===== src/rtl/pf_ddr4_dqs_tx_pkg.sv =====
// Shared types and constants for the DDR4 DQS write-strobe sequencer.
// Holds the state encoding, the fixed DQS/OE words and the preamble pattern lookup.
package pf_ddr4_dqs_tx_pkg;

    // One state per kind of word the lane can put on the DQS pins.
    typedef enum logic [1:0] {
        IDLE  = 2'd0,
        PRE   = 2'd1,
        BURST = 2'd2,
        POST  = 2'd3
    } dqs_state_e;

    // A TX word and its matching OE word, travelling together.
    typedef struct packed {
        logic [7:0] tx;
        logic [3:0] oe;
    } dqs_word_t;

    localparam logic [7:0] DQS_IDLE_WORD  = 8'h00;
    localparam logic [7:0] DQS_BURST_WORD = 8'h55;
    localparam logic [7:0] DQS_POST_WORD  = 8'h00;
    localparam logic [3:0] DQS_OE_OFF     = 4'h0;
    localparam logic [3:0] DQS_OE_FULL    = 4'hF;
    localparam logic [3:0] DQS_POST_OE    = 4'b0001;

    // Preamble word for a given preamble length in tCK. A 2 tCK preamble
    // drives the last two UI pairs and carries one early rising edge in UI 4;
    // the 1 tCK preamble only drives the final UI pair low.
    function automatic dqs_word_t pre_word(input int unsigned tck);
        dqs_word_t w;
        case (tck)
            32'd2: begin
                w.tx = 8'h10;
                w.oe = 4'b1100;
            end
            default: begin
                w.tx = 8'h00;
                w.oe = 4'b1000;
            end
        endcase
        return w;
    endfunction

    // Word that the IOD must see while the sequencer sits in a given state.
    function automatic dqs_word_t state_word(input dqs_state_e st, input int unsigned tck);
        dqs_word_t w;
        case (st)
            PRE: begin
                w = pre_word(tck);
            end
            BURST: begin
                w.tx = DQS_BURST_WORD;
                w.oe = DQS_OE_FULL;
            end
            POST: begin
                w.tx = DQS_POST_WORD;
                w.oe = DQS_POST_OE;
            end
            default: begin
                w.tx = DQS_IDLE_WORD;
                w.oe = DQS_OE_OFF;
            end
        endcase
        return w;
    endfunction

endpackage


===== src/rtl/pf_ddr4_dqs_tx_strobe_gen.sv =====
// DQS write-strobe sequencer for one DDR4 byte lane (8:1 serialisation).
// Turns write-burst requests into per-cycle DQS TX/OE words with preamble,
// seamless back-to-back bursts and postamble. All outputs are registered.
// Optional build macro: DQS_TX_ODT_CTRL_EN enables the DQS input ODT request
// path driven from RD_WINDOW; without it ODT_EN_0 is held low.
import pf_ddr4_dqs_tx_pkg::*;

module pf_ddr4_dqs_tx_strobe_gen #(
    parameter int unsigned LEN_W        = 4,
    parameter int unsigned PREAMBLE_TCK = 1
) (
    input  logic             FAB_CLK,
    input  logic             TX_SYNC_RST,
    input  logic             WR_START,
    input  logic [LEN_W-1:0] WR_LEN,
    input  logic             RD_WINDOW,
    output logic [7:0]       TX_DATA_0,
    output logic [3:0]       OE_DATA_0,
    output logic             ODT_EN_0,
    output logic             BUSY,
    output logic             WR_ERR
);

    dqs_state_e       state_q;
    dqs_state_e       state_d;
    logic [LEN_W-1:0] cnt_q;
    logic [LEN_W-1:0] cnt_d;
    logic [7:0]       tx_q;
    logic [7:0]       tx_d;
    logic [3:0]       oe_q;
    logic [3:0]       oe_d;
    logic             odt_q;
    logic             odt_d;
    logic             busy_q;
    logic             busy_d;
    logic             err_q;
    logic             err_d;

    logic             len_nz_s;
    logic             last_word_s;
    logic             slot_open_s;
    logic             accept_s;
    logic             reject_s;
    dqs_word_t        word_s;

    // Decide whether a request this cycle can be taken: a non-zero length
    // arriving while idle, in postamble, or on the final burst word.
    always_comb begin
        len_nz_s    = (WR_LEN != {LEN_W{1'b0}});
        last_word_s = (state_q == BURST) && (cnt_q <= LEN_W'(1));
        slot_open_s = (state_q == IDLE) || (state_q == POST) || last_word_s;
        accept_s    = WR_START & len_nz_s & slot_open_s;
        reject_s    = WR_START & ~accept_s;
    end

    // State register, down-counter and registered outputs with synchronous reset.
    always_ff @(posedge FAB_CLK) begin
        if (TX_SYNC_RST) begin
            state_q <= IDLE;
            cnt_q   <= {LEN_W{1'b0}};
            tx_q    <= 8'h00;
            oe_q    <= 4'h0;
            odt_q   <= 1'b0;
            busy_q  <= 1'b0;
            err_q   <= 1'b0;
        end else begin
            state_q <= state_d;
            cnt_q   <= cnt_d;
            tx_q    <= tx_d;
            oe_q    <= oe_d;
            odt_q   <= odt_d;
            busy_q  <= busy_d;
            err_q   <= err_d;
        end
    end

    // Next-state and counter: the counter holds the number of burst words
    // still to send, including the one currently on the outputs.
    always_comb begin
        state_d = state_q;
        cnt_d   = cnt_q;
        case (state_q)
            IDLE: begin
                if (accept_s) begin
                    state_d = PRE;
                    cnt_d   = WR_LEN;
                end else begin
                    state_d = IDLE;
                end
            end
            PRE: begin
                state_d = BURST;
            end
            BURST: begin
                if (cnt_q > LEN_W'(1)) begin
                    cnt_d = cnt_q - LEN_W'(1);
                end else if (accept_s) begin
                    // Seamless continuation: keep toggling, no post/pre.
                    state_d = BURST;
                    cnt_d   = WR_LEN;
                end else begin
                    state_d = POST;
                    cnt_d   = {LEN_W{1'b0}};
                end
            end
            POST: begin
                if (accept_s) begin
                    state_d = PRE;
                    cnt_d   = WR_LEN;
                end else begin
                    state_d = IDLE;
                end
            end
            default: begin
                state_d = IDLE;
                cnt_d   = {LEN_W{1'b0}};
            end
        endcase
    end

    // Output words follow the next state so the registered outputs line up
    // with the state register; the error pulse flags a rejected request.
    always_comb begin
        word_s = state_word(state_d, PREAMBLE_TCK);
        tx_d   = word_s.tx;
        oe_d   = word_s.oe;
        busy_d = (state_d != IDLE);
        err_d  = reject_s;
    end

`ifdef DQS_TX_ODT_CTRL_EN
    // ODT is only requested when the strobe is quiet now and stays quiet next
    // cycle, so it drops with the first driven word and returns one cycle
    // after OE has gone back to zero.
    always_comb begin
        odt_d = RD_WINDOW & (state_d == IDLE) & ~accept_s & (state_q == IDLE);
    end
`else
    logic rd_window_unused_s;
    assign rd_window_unused_s = RD_WINDOW;

    // Without the ODT feature the input termination request is never raised.
    always_comb begin
        odt_d = 1'b0;
    end
`endif

    assign TX_DATA_0 = tx_q;
    assign OE_DATA_0 = oe_q;
    assign ODT_EN_0  = odt_q;
    assign BUSY      = busy_q;
    assign WR_ERR    = err_q;

endmodule

===== config.mk =====
export PLATFORM = sky130hd
export DESIGN_NAME = pf_ddr4_dqs_tx_strobe_gen
export DESIGN_NICKNAME = d
export VERILOG_FILES = /design/src/rtl/pf_ddr4_dqs_tx_pkg.sv /design/src/rtl/pf_ddr4_dqs_tx_strobe_gen.sv
export SDC_FILE = /design/constraint.sdc
export NUM_CORES = 1
export LEC_CHECK = 0
export BUFFER_PORTS_ARGS = -buffer_cell sky130_fd_sc_hd__buf_2
export CAP_MARGIN = 20
export CORE_MARGIN = 2
export CORE_UTILIZATION = 40
export DETAILED_ROUTE_END_ITERATION = 7
export PLACE_DENSITY_LB_ADDON = 0.15
export SLEW_MARGIN = 20
export SYNTH_ARGS = -nofsm -noshare
export SYNTH_HDL_FRONTEND = slang
export SYNTH_SLANG_ARGS = --single-unit

===== constraint.sdc =====
create_clock -name FAB_CLK -period 2.3 [get_ports FAB_CLK]
set_clock_uncertainty 0.2 [all_clocks]
set_input_delay 0.23 -clock FAB_CLK [delete_from_list [all_inputs] [get_ports FAB_CLK]]
set_output_delay 0.23 -clock FAB_CLK [all_outputs]
set_load 0.01 [all_outputs]

After elaboration in Yosys (flattened, before gate mapping)
Index checks and enable logic that the tools add are counted.
- $add $sub $neg: 1
- $mul: 0
- div/mod/pow operators: 0
- order comparisons: 2
- equality and inequality tests: 7
- shifts and indexed selects: 0
- multiplexer cells: 9
- bitwise logic cells: 4
- reductions and logical operators: 9
- operators by type and width (cell ; count):
    $pmux W11 S3 ; 1
    $mux W4 ; 3
    $eq A2 B2 Y1 const B ; 4
    $pmux W4 S2 ; 1
    $pmux W2 S3 ; 1
    $eq A2 B1 Y1 const B ; 2
    $gt A4 B1 Y1 const B ; 1
    $le A4 B1 Y1 const B ; 1
    $reduce_bool A2 Y1 ; 2
    $reduce_bool A4 Y1 ; 1
    $sub A4 B1 Y4 const B ; 1
    $and A1 B1 Y1 ; 3
    $logic_not A2 Y1 ; 1
    $logic_or A1 B1 Y1 ; 2
    $mux W1 ; 2
    $mux W2 ; 1
    $ne A2 B1 Y1 const B ; 1
    $reduce_and A2 Y1 ; 1
    $reduce_or A2 Y1 ; 1
    $logic_and A1 B1 Y1 ; 1
    $not A1 Y1 ; 1
- register bits: 20
- bits in latches: 0
- bits in writable memories: 0
- ROM bits: 0
- bits of input ports: 8
- output and inout port bits: 15
- word-level logic and storage cells: 38
- memories: 0

Depth between registers and ports, before layout
Gate-level depths: netlist (run 1).
- depth after elaboration: 9
- depth in mapped cells: 7
- mapped depth without buffers: 7

Worst setup path before layout (run 1)
OpenSTA, ideal clock, no wires.
- kind: reg-to-reg
- start: reg state_q[0]
- end: reg oe_q[3] (netlist: OE_DATA_0[3])
- setup time: 0.128 ns
- arrival: 1.617 ns
- required time: 1.972 ns
- path slack: 0.356 ns
- cell stages (with the launch flop): 8
- buffers on the path: 1
- clock period less this slack: 1.944 ns
- cell sequence: dfxtp_1 > inv_1 > ha_1 > clkbuf_1 > a21oi_1 > a311o_1 > ha_1 > nor2_1
- word-level cells in the longest chain between the ends: 9
- elaborated cells between the ends (all ways): 17
- classes of those cells: eq/ne: 6; mux: 5; bitwise: 1; reduce/logical: 5
- ends and longest elaborated chain (item ; line ; text):
    start, declared ; pf_ddr4_dqs_tx_strobe_gen.sv:24 ; dqs_state_e state_q;
    start signal, assigned ; pf_ddr4_dqs_tx_strobe_gen.sv:67 ; state_q <= state_d;
    $eq A2 B2 Y1 (tied with other cells) ; pf_ddr4_dqs_tx_strobe_gen.sv:51, pf_ddr4_dqs_tx_strobe_gen.sv:82 ;
    $logic_or A1 B1 Y1 or $logic_and A1 B1 Y1 (tied branches) ; pf_ddr4_dqs_tx_strobe_gen.sv:51, pf_ddr4_dqs_tx_strobe_gen.sv:50 ;
    $logic_or A1 B1 Y1 ; pf_ddr4_dqs_tx_strobe_gen.sv:51 ; slot_open_s = (state_q == IDLE) || (state_q == POST) || last_word_s;
    $and A1 B1 Y1 ; pf_ddr4_dqs_tx_strobe_gen.sv:52 ; accept_s = WR_START & len_nz_s & slot_open_s;
    $mux W1 ; pf_ddr4_dqs_tx_strobe_gen.sv:97 ; end else if (accept_s) begin
    $mux W2 ; pf_ddr4_dqs_tx_strobe_gen.sv:95 ; if (cnt_q > LEN_W'(1)) begin
    $pmux W2 S3 * ; pf_ddr4_dqs_tx_strobe_gen.sv:82 ; case (state_q)
    $eq A2 B2 Y1 or $eq A2 B1 Y1 (tied branches) ; pf_ddr4_dqs_tx_pkg.sv:47 ; case (st)
    $pmux W11 S3 * ; pf_ddr4_dqs_tx_pkg.sv:47 ;
    end signal, assigned ; pf_ddr4_dqs_tx_strobe_gen.sv:62 ; oe_q <= 4'h0;
    end signal, assigned ; pf_ddr4_dqs_tx_strobe_gen.sv:70 ; oe_q <= oe_d;
    end, declared ; pf_ddr4_dqs_tx_strobe_gen.sv:30 ; logic [3:0] oe_q;
Mark *: on every way between the ends. The rest lies on a longest branch, timed or not.
A chain may end at the register's enable or synchronous reset.

Worst setup path in the final report (run 1)
- start: reg cnt_q[0]
- end: reg oe_q[3] (netlist: OE_DATA_0[3])
- word-level cells in the longest chain between the ends: 9
- elaborated cells between the ends (all ways): 13
- classes of those cells: order compare: 2; eq/ne: 3; mux: 5; bitwise: 1; reduce/logical: 2
- ends and longest elaborated chain (item ; line ; text):
    start, declared ; pf_ddr4_dqs_tx_strobe_gen.sv:26 ; logic [LEN_W-1:0] cnt_q;
    start signal, assigned ; pf_ddr4_dqs_tx_strobe_gen.sv:60 ; cnt_q <= {LEN_W{1'b0}};
    start signal, assigned ; pf_ddr4_dqs_tx_strobe_gen.sv:68 ; cnt_q <= cnt_d;
    $le A4 B1 Y1 ; pf_ddr4_dqs_tx_strobe_gen.sv:50 ; last_word_s = (state_q == BURST) && (cnt_q <= LEN_W'(1));
    $logic_and A1 B1 Y1 ; pf_ddr4_dqs_tx_strobe_gen.sv:50 ;
    $logic_or A1 B1 Y1 ; pf_ddr4_dqs_tx_strobe_gen.sv:51 ;
    $and A1 B1 Y1 ; pf_ddr4_dqs_tx_strobe_gen.sv:52 ;
    $mux W1 ; pf_ddr4_dqs_tx_strobe_gen.sv:97 ;
    $mux W2 ; pf_ddr4_dqs_tx_strobe_gen.sv:95 ;
    $pmux W2 S3 * ; pf_ddr4_dqs_tx_strobe_gen.sv:82 ;
    $eq A2 B2 Y1 or $eq A2 B1 Y1 (tied branches) ; pf_ddr4_dqs_tx_pkg.sv:47 ;
    $pmux W11 S3 * ; pf_ddr4_dqs_tx_pkg.sv:47 ;
Marked as above.

==> results of run 1 <==
-- path summary, 6_finish.rpt --
path,startpoint,endpoint,slack (ns),depth (start not counted)
setup reg to reg,cnt_q[0],OE_DATA_0[3],0.27,7
hold / removal,WR_LEN[1],cnt_q[1],0.03,3
hold reg to reg,cnt_q[1],cnt_q[1],0.33,2
setup / recovery,cnt_q[0],OE_DATA_0[3],0.27,7
-- state kept, by name (all words and copies together) (netlist names) --
signal,cells
BUSY,1
OE_DATA_0,3
WR_ERR,1
cnt_q,4
state_q,1
-- worst max-delay path, stage by stage (launching register included) --
cell and delay (ns):
sky130_fd_sc_hd__dfxtp_1 0.43, sky130_fd_sc_hd__inv_1 0.07, sky130_fd_sc_hd__ha_1 0.22, sky130_fd_sc_hd__nor2_1 0.16, sky130_fd_sc_hd__o21ai_0 0.11, sky130_fd_sc_hd__a311o_1 0.38, sky130_fd_sc_hd__ha_1 0.30, sky130_fd_sc_hd__nor2_1 0.10
-- Yosys cell counts --
cell / n / area (sq um)
sky130_fd_sc_hd__a2111oi_2: 1 / 15.0
sky130_fd_sc_hd__a21boi_0: 1 / 7.51
sky130_fd_sc_hd__a21o_1: 1 / 7.51
sky130_fd_sc_hd__a21oi_1: 4 / 20.0
sky130_fd_sc_hd__a221oi_1: 1 / 8.76
sky130_fd_sc_hd__a311o_1: 1 / 10.0
sky130_fd_sc_hd__a311oi_1: 2 / 17.5
sky130_fd_sc_hd__a41o_1: 1 / 10.0
sky130_fd_sc_hd__buf_4: 11 / 82.6
sky130_fd_sc_hd__clkbuf_1: 2 / 7.51
sky130_fd_sc_hd__conb_1: 1 / 3.75
sky130_fd_sc_hd__dfxtp_1: 10 / 200
sky130_fd_sc_hd__ha_1: 5 / 62.6
sky130_fd_sc_hd__inv_1: 5 / 18.8
sky130_fd_sc_hd__nand2_1: 3 / 11.3
sky130_fd_sc_hd__nand3_1: 3 / 15.0
sky130_fd_sc_hd__nor2_1: 11 / 41.3
sky130_fd_sc_hd__nor2b_1: 2 / 12.5
sky130_fd_sc_hd__nor3b_1: 1 / 7.51
sky130_fd_sc_hd__nor4_1: 1 / 6.26
sky130_fd_sc_hd__o211ai_1: 1 / 7.51
sky130_fd_sc_hd__o21ai_0: 3 / 15.0
sky130_fd_sc_hd__o31ai_1: 1 / 7.51
sky130_fd_sc_hd__o41a_1: 1 / 11.3
sky130_fd_sc_hd__o41ai_2: 1 / 16.3
sky130_fd_sc_hd__or2_1: 1 / 6.26
sky130_fd_sc_hd__or2_2: 1 / 6.26
sky130_fd_sc_hd__or3_1: 2 / 12.5
sky130_fd_sc_hd__or4_1: 1 / 7.51
sky130_fd_sc_hd__xor2_1: 1 / 8.76
-- power by group through the flow --
stage | combinational (mW) | sequential [mW] | clock (mW)
after global routing | 0.403 | 0.262 | 0.171
after floorplan | 0.287 | 0.262 | 0
after detailed placement | 0.352 | 0.258 | 0
after CTS | 0.355 | 0.255 | 0.168
after global placement | 0.360 | 0.256 | 0
final | 0.354 | 0.255 | 0.168
-- kinds of logic (layout without fill, tap and decap cells) --
group | Yosys count | count (layout) | synth area share (%)
AOI/OAI and AO/OA | 19 | 19 | 23.2
buffers and inverters | 18 | 25 | 16.4
xor gates and xnor gates | 1 | 1 | 1.32
DFF | 10 | 10 | 30.1
and+or+nand+nor | 26 | 26 | 19.0
adders and majority gates | 5 | 5 | 9.42
other | 1 | 5 | 0.564
-- routing by layer --
layer,vias up,GRT usage [%],part of all wire (%),wire length [um]
met5,-,0,0,0
met2,26,20.6,41,527
met4,0,12.7,3.6,46
met1,252,18.6,49,621
met3,5,2.40,6.3,81
li1,292,-,-,-
-- final cells by class --
cell class | instances | area, sq um
Fill cell | 153 | 798
Multi-Input combinational cell | 56 | 370
Sequential cell | 10 | 200
Timing Repair Buffer | 16 | 80.1
Clock buffer | 4 | 36.3
Tap cell | 16 | 20.0
Inverter | 5 | 18.8
-- through the flow --
step,total power [mW],cell area [sq um],instances,hold WS [ns]
after CTS,0.777,726,107,0.0357
after global placement,0.616,689,103,0.324
after floorplan,0.548,679,84,0.182
after global routing,0.836,726,107,0.0592
final,0.777,726,107,0.0301
after detailed placement,0.611,689,103,0.320
-- placed cells by master (no fill, tap or decap), drive strengths merged --
cell type  instances
a311oi             2
o211ai             1
or3                2
a41o               1
clkbuf             4
nand2              3
o21ai              3
nor2b              2
a21boi             1
nand3              3
a2111oi            1
or2                2
o41a               1
xor2               1
a311o              1
a221oi             1
o41ai              1
conb               5
o31ai              1
dfxtp             10
inv                5
nor2              11
a21o               1
a21oi              4
ha                 5
nor3b              1
nor4               1
buf               16
or4                1
==> impl_results.md, run 1 <==
- Status: completed
- Routed WL: 1.28 mm
- Netlist cell types: 30
- Count of boundary I/O pins: 23
- Antenna violation net count after detailed routing: 0
- Overall die width: 44.8 um
- Final worst-path cycle share: 88.2%
- Sum of negative setup slack: 0 ns
- Initial antenna violation count: 0
- Worst IR Drop VDD: 0.000593 V
- Detailed-route vias per instance: 5.37
- Post-CTS setup repair buffer count: 0
- Clock network latency to the later pin of the worst-skew pair: 0.28 ns
- Syn-to-layout area delta: 9.23%
- Worst EP arrival: 2.05 ns
- Buffer depth of the longest clock path: 2
- Number of detailed-routing iterations run before antenna repair: 4
- Total half-perimeter wirelength after legalization and detailed placement: 985 um
- Final worst-path setup slack: 0.271 ns
- Post-placement setup slack: 0.285 ns
- Data required time of the worst path: 2.32 ns
- Effective utilization at floorplan: 43.6%
- Number of instances in the synthesized netlist: 80
- DRC violation count after routing: 0
- Clock sink count: 10
- Floorplan die height: 44.8 um
- RD Place Congestion: 0.731
- CTS Root Cell: sky130_fd_sc_hd__clkbuf_4
- LEAKAGE: 0.342 nW
- Number of warnings reported in the yosys synthesis log: 0
- GRT Util Overall: 14.4%
- Port Buf Inserts: 16
- Global-route wire length before repair: 2.04 mm
- Final setup fails: 0
- Final Hold Vio Count: 0
- Period minus WS final: 2.03 ns
- Largest net degree at the start of global routing: 11
- Syn Area/Cell: 8.30 sq um
- Internal Pwr Total: 0.462 mW
- CTS buffer count: 3
- Starting DRT DRC Count: 19
- # H-tree levels: 1
- Part of the Yosys area used for sequential elements: 30.1%
- Placement Rows: 14
- Post-Syn Area: 664 sq um
- Timing-limited maximum frequency: 493 MHz
- Remaining global-route overflow: 0
- Min-Delay Path Class: input port to flop
- Number of global-route vias before repair: 487
- Clock transition at the registers of the reported paths: 0.08 ns
- Total inserted antenna cells: 0
- Largest fanout on the critical path: 6
- Finished Core Util: 47.6%
- Final Net Count: 105
- Final number of max-transition violations: 0
- Die Outline Area: 2000 sq um
- CP Launch Type: flop
- TritonCTS clock tree: done
- Pwr dens: 1070 nW/um^2
- Share of total power in the clock network: 21.7%
- Routed via count: 575
- Proportion of layout cells with a drive suffix above 1: 25.3%
- Post-cts hold buffer count: 0
- Net load switching power: 0.314 mW
- Max Cap Violations: 0
- Type of the setup path with the least slack: flop to flop
- Unrepaired setup endpoints after global routing: no
- Post-DR wirelength/cell: 11.9 um
- Core region area: 1520 sq um
- Total of flip-flops plus latches after synthesis: 10
- Sequential fraction of design power: 32.8%
- Combinational cell fraction of total power: 45.5%
- Post-cts gate resize count: 0
- Sort of element at the end of the critical path: flop
- Switching Fraction: 40.4%
Note: power is estimated with default switching activity, not from simulation.
==> run 2: changes to the inputs <==
--- a/config.mk
+++ b/config.mk
@@ -5,6 +5,7 @@
 export SDC_FILE = /design/constraint.sdc
 export NUM_CORES = 1
 export LEC_CHECK = 0
+export ABC_AREA = 1
 export BUFFER_PORTS_ARGS = -buffer_cell sky130_fd_sc_hd__buf_2
 export CAP_MARGIN = 20
 export CORE_MARGIN = 2
==> impl_results.md, run 2 <==
- Status: completed
- CP Launch Type: flop
- Proportion of netlist area held by the largest area contributor: 29.8% (-0.34 points)
- Post-Syn Area: 672 sq um (+1.1%)
- Sum of negative setup slack: 0 ns (unchanged)
- DRC violation count after routing: 0 (unchanged)
- Max Cap Violations: 0 (unchanged)
- Post-cts hold buffer count: 2 (+2)
- Overall die width: 45.0 um (+0.51%)
- Worst hold slack: 0.127 ns (+0.0967 ns)
- Total of flip-flops plus latches after synthesis: 10 (unchanged)
- RD Place Congestion: 0.739 (+1.1%)
- Syn-to-layout area delta: 13.2%
- Placement Rows: 14 (unchanged)
- Data required time of the worst path: 2.31 ns (about the same)
- Antenna violation net count after detailed routing: 0 (unchanged)
- Largest net degree at the start of global routing: 7 (-4)
- CTS buffer count: 3 (unchanged)
- Initial antenna violation count: 0 (unchanged)
- Starting DRT DRC Count: 5 (-14)
- Clock transition at the registers of the reported paths: 0.07 ns (about the same)
- Count of flip-flops with a built-in enable after synthesis: 0 (unchanged)
- Leading post-synthesis cells by cell area: sky130_fd_sc_hd__dfxtp_1 30%, sky130_fd_sc_hd__buf_4 12%, sky130_fd_sc_hd__ha_1 9.3%
- Sort of element at the end of the critical path: flop
- Post-cts gate resize count: 0 (unchanged)
- Pwr dens: 949 nW/um^2 (-11%)
- Number of warnings reported in the yosys synthesis log: 0 (unchanged)
- Effective utilization at floorplan: 43.6% (about the same)
- Final number of max-transition violations: 0 (unchanged)
- Floorplan die height: 45.0 um (+0.51%)
- Number of instances in the synthesized netlist: 98 (+23%)
- Flip-flop count of the largest register, all copies and words added: 4 (unchanged)
- Top cells by instance count after synthesis: 16 x sky130_fd_sc_hd__inv_1, 15 x sky130_fd_sc_hd__nand2_1, 11 x sky130_fd_sc_hd__buf_4
- Global-route wire length before repair: 2.02 mm (-1.0%)
- CP startpoint: state_q[0]
- Filler Cell Count: 159 (+3.9%)
- Number of detailed-routing iterations run before antenna repair: 4 (unchanged)
- CP cell instances: inv_1 > ha_1 > inv_2 > nand2_1 > nand2_2 > nand2_1 > nand2_1 > nand2_1 > nand2_1 > nand2_1 > ha_1 > nor2_1
- Core region area: 1540 sq um (+1.1%)
- Largest fanout on the critical path: 5 (-1)
- Number of global-route vias before repair: 518 (+6.4%)
- Clock network latency to the later pin of the worst-skew pair: 0.26 ns (-0.02 ns)
- Register with the highest flop count: cnt_q
- Synth area leader: sky130_fd_sc_hd__dfxtp_1
- Netlist cell types: 18 (-40%)
- Total half-perimeter wirelength after legalization and detailed placement: 929 um (-5.7%)
- Routed via count: 593 (+3.1%)
- LEAKAGE: 0.426 nW (+24%)
- Total inserted antenna cells: 0 (unchanged)
- Count of boundary I/O pins: 23 (unchanged)
- Buffer depth of the longest clock path: 2 (unchanged)
- Worst IR Drop VDD: 0.000448 V (-24%)
- Beginning of the worst hold path: WR_LEN[0]
- Final worst-path cycle share: 85.7% (-2.6 points)
- Main flop type after synthesis: sky130_fd_sc_hd__dfxtp_1
- CTS Root Cell: sky130_fd_sc_hd__clkbuf_4
- Proportion of layout cells with a drive suffix above 1: 26.5% (+1.3 points)
- Port Buf Inserts: 16 (unchanged)
- Period minus WS final: 1.97 ns (-0.0593 ns)
- CP max stage cell: sky130_fd_sc_hd__dfxtp_1
- Worst EP arrival: 1.98 ns (-0.07 ns)
- Final Net Count: 127 (+21%)
- Beginning of the worst register-to-register path: state_q[0]
- # H-tree levels: 1 (unchanged)
- Syn Area/Cell: 6.86 sq um (-17%)
- TritonCTS clock tree: done
- Commonest cells after routing, fill and taps aside: 16 x sky130_fd_sc_hd__inv_1, 16 x sky130_fd_sc_hd__buf_2, 15 x sky130_fd_sc_hd__nand2_1, 10 x sky130_fd_sc_hd__dfxtp_1, 10 x sky130_fd_sc_hd__nor2_1
- Part of the Yosys area used for sequential elements: 29.8% (-0.34 points)
- Min-Delay Path Class: input port to flop
- Unrepaired setup endpoints after global routing: no
- Most used standard cell by instance count after synthesis: sky130_fd_sc_hd__inv_1
- Post-CTS setup repair buffer count: 0 (unchanged)
- Type of the setup path with the least slack: flop to flop
- GRT Util Overall: 13.9% (-0.48 points)
- Detailed-route vias per instance: 4.60 (-14%)
- Post-DR wirelength/cell: 9.11 um (-24%)
- Die Outline Area: 2020 sq um (+1.0%)
- Share of async-settable or async-resettable flops after synthesis: 0% (unchanged)
- Crit-path most repeated cell: sky130_fd_sc_hd__nand2_1
- Clock sink count: 10 (unchanged)
- Remaining global-route overflow: 0 (unchanged)
- Final Hold Vio Count: 0 (unchanged)
- Delay contributed by the slowest stage of the critical path: 0.37 ns (-0.06 ns)
- Timing-limited maximum frequency: 508 MHz (+3.0%)
- Final setup fails: 0 (unchanged)
- Routed WL: 1.18 mm (-7.9%)
[run 2: stage by stage]
stage / worst slack (ns) / total power [mW] / instance area [sq um] / util [%] / cells
detailed placement: 0.343 / 0.563 / 704 / 45.7 / 123
finish: 0.330 / 0.722 / 761 / 49.4 / 129
global placement: 0.362 / 0.558 / 704 / 45.7 / 123
CTS: 0.314 / 0.732 / 761 / 49.4 / 129
floorplan: 0.484 / 0.513 / 687 / - / 102
global route: 0.169 / 0.795 / 761 / 49.4 / 129
[run 2: per-layer routing]
| metal | global-route usage [%] | share of wire [%] | vias up | wire length (um) |
|---|---|---|---|---|
| li1 | - | - | 314 | - |
| met1 | 16.2 | 50 | 258 | 584 |
| met2 | 22.6 | 42 | 17 | 492 |
| met3 | 4.80 | 6.5 | 4 | 76 |
| met4 | 7.06 | 1.8 | 0 | 21 |
| met5 | 0 | 0 | - | 0 |
[run 2: power breakdown]
| group | leakage [nW] | internal, mW | total [mW] | switching (mW) |
|---|---|---|---|---|
| registers | 0.0827 | 0.214 | 0.242 | 0.0282 |
| logic | 0.322 | 0.122 | 0.321 | 0.198 |
| clock network | 0.0210 | 0.0961 | 0.159 | 0.0634 |
[run 2: final cells by class]
class	instances	area, sq um	area share [%]
Multi-Input combinational cell	62	333	43.7
Sequential cell	10	200	26.3
Inverter	19	71.3	9.37
Tap cell	16	20.0	2.63
Clock buffer	4	36.3	4.77
Timing Repair Buffer	18	100	13.2
[run 2: worst paths after layout]
check | end | slack [ns] | cells after the start
setup reg to reg | OE_DATA_0[3] | 0.33 | 12
hold / removal | cnt_q[0] | 0.13 | 5
setup / recovery | OE_DATA_0[3] | 0.33 | 12
hold reg to reg | cnt_q[1] | 0.38 | 2
[run 2: critical path: cells and delay by family (launching register included)]
family / cells / cell delay, ns
and+or+nand+nor: 8 / 0.51
DFF: 1 / 0.37
adders and majority gates: 2 / 0.65
buffers and inverters: 2 / 0.19
[run 2: logic make-up after synthesis]
group           Yosys count  synth area share [%]
simple gates             36                  23.3
buf+inv                  30                  22.9
compound gates           15                  12.8
flops                    10                  29.8
fa+ha+maj                 5                  9.31
xor+xnor                  1                  1.30
other cells               1                 0.558
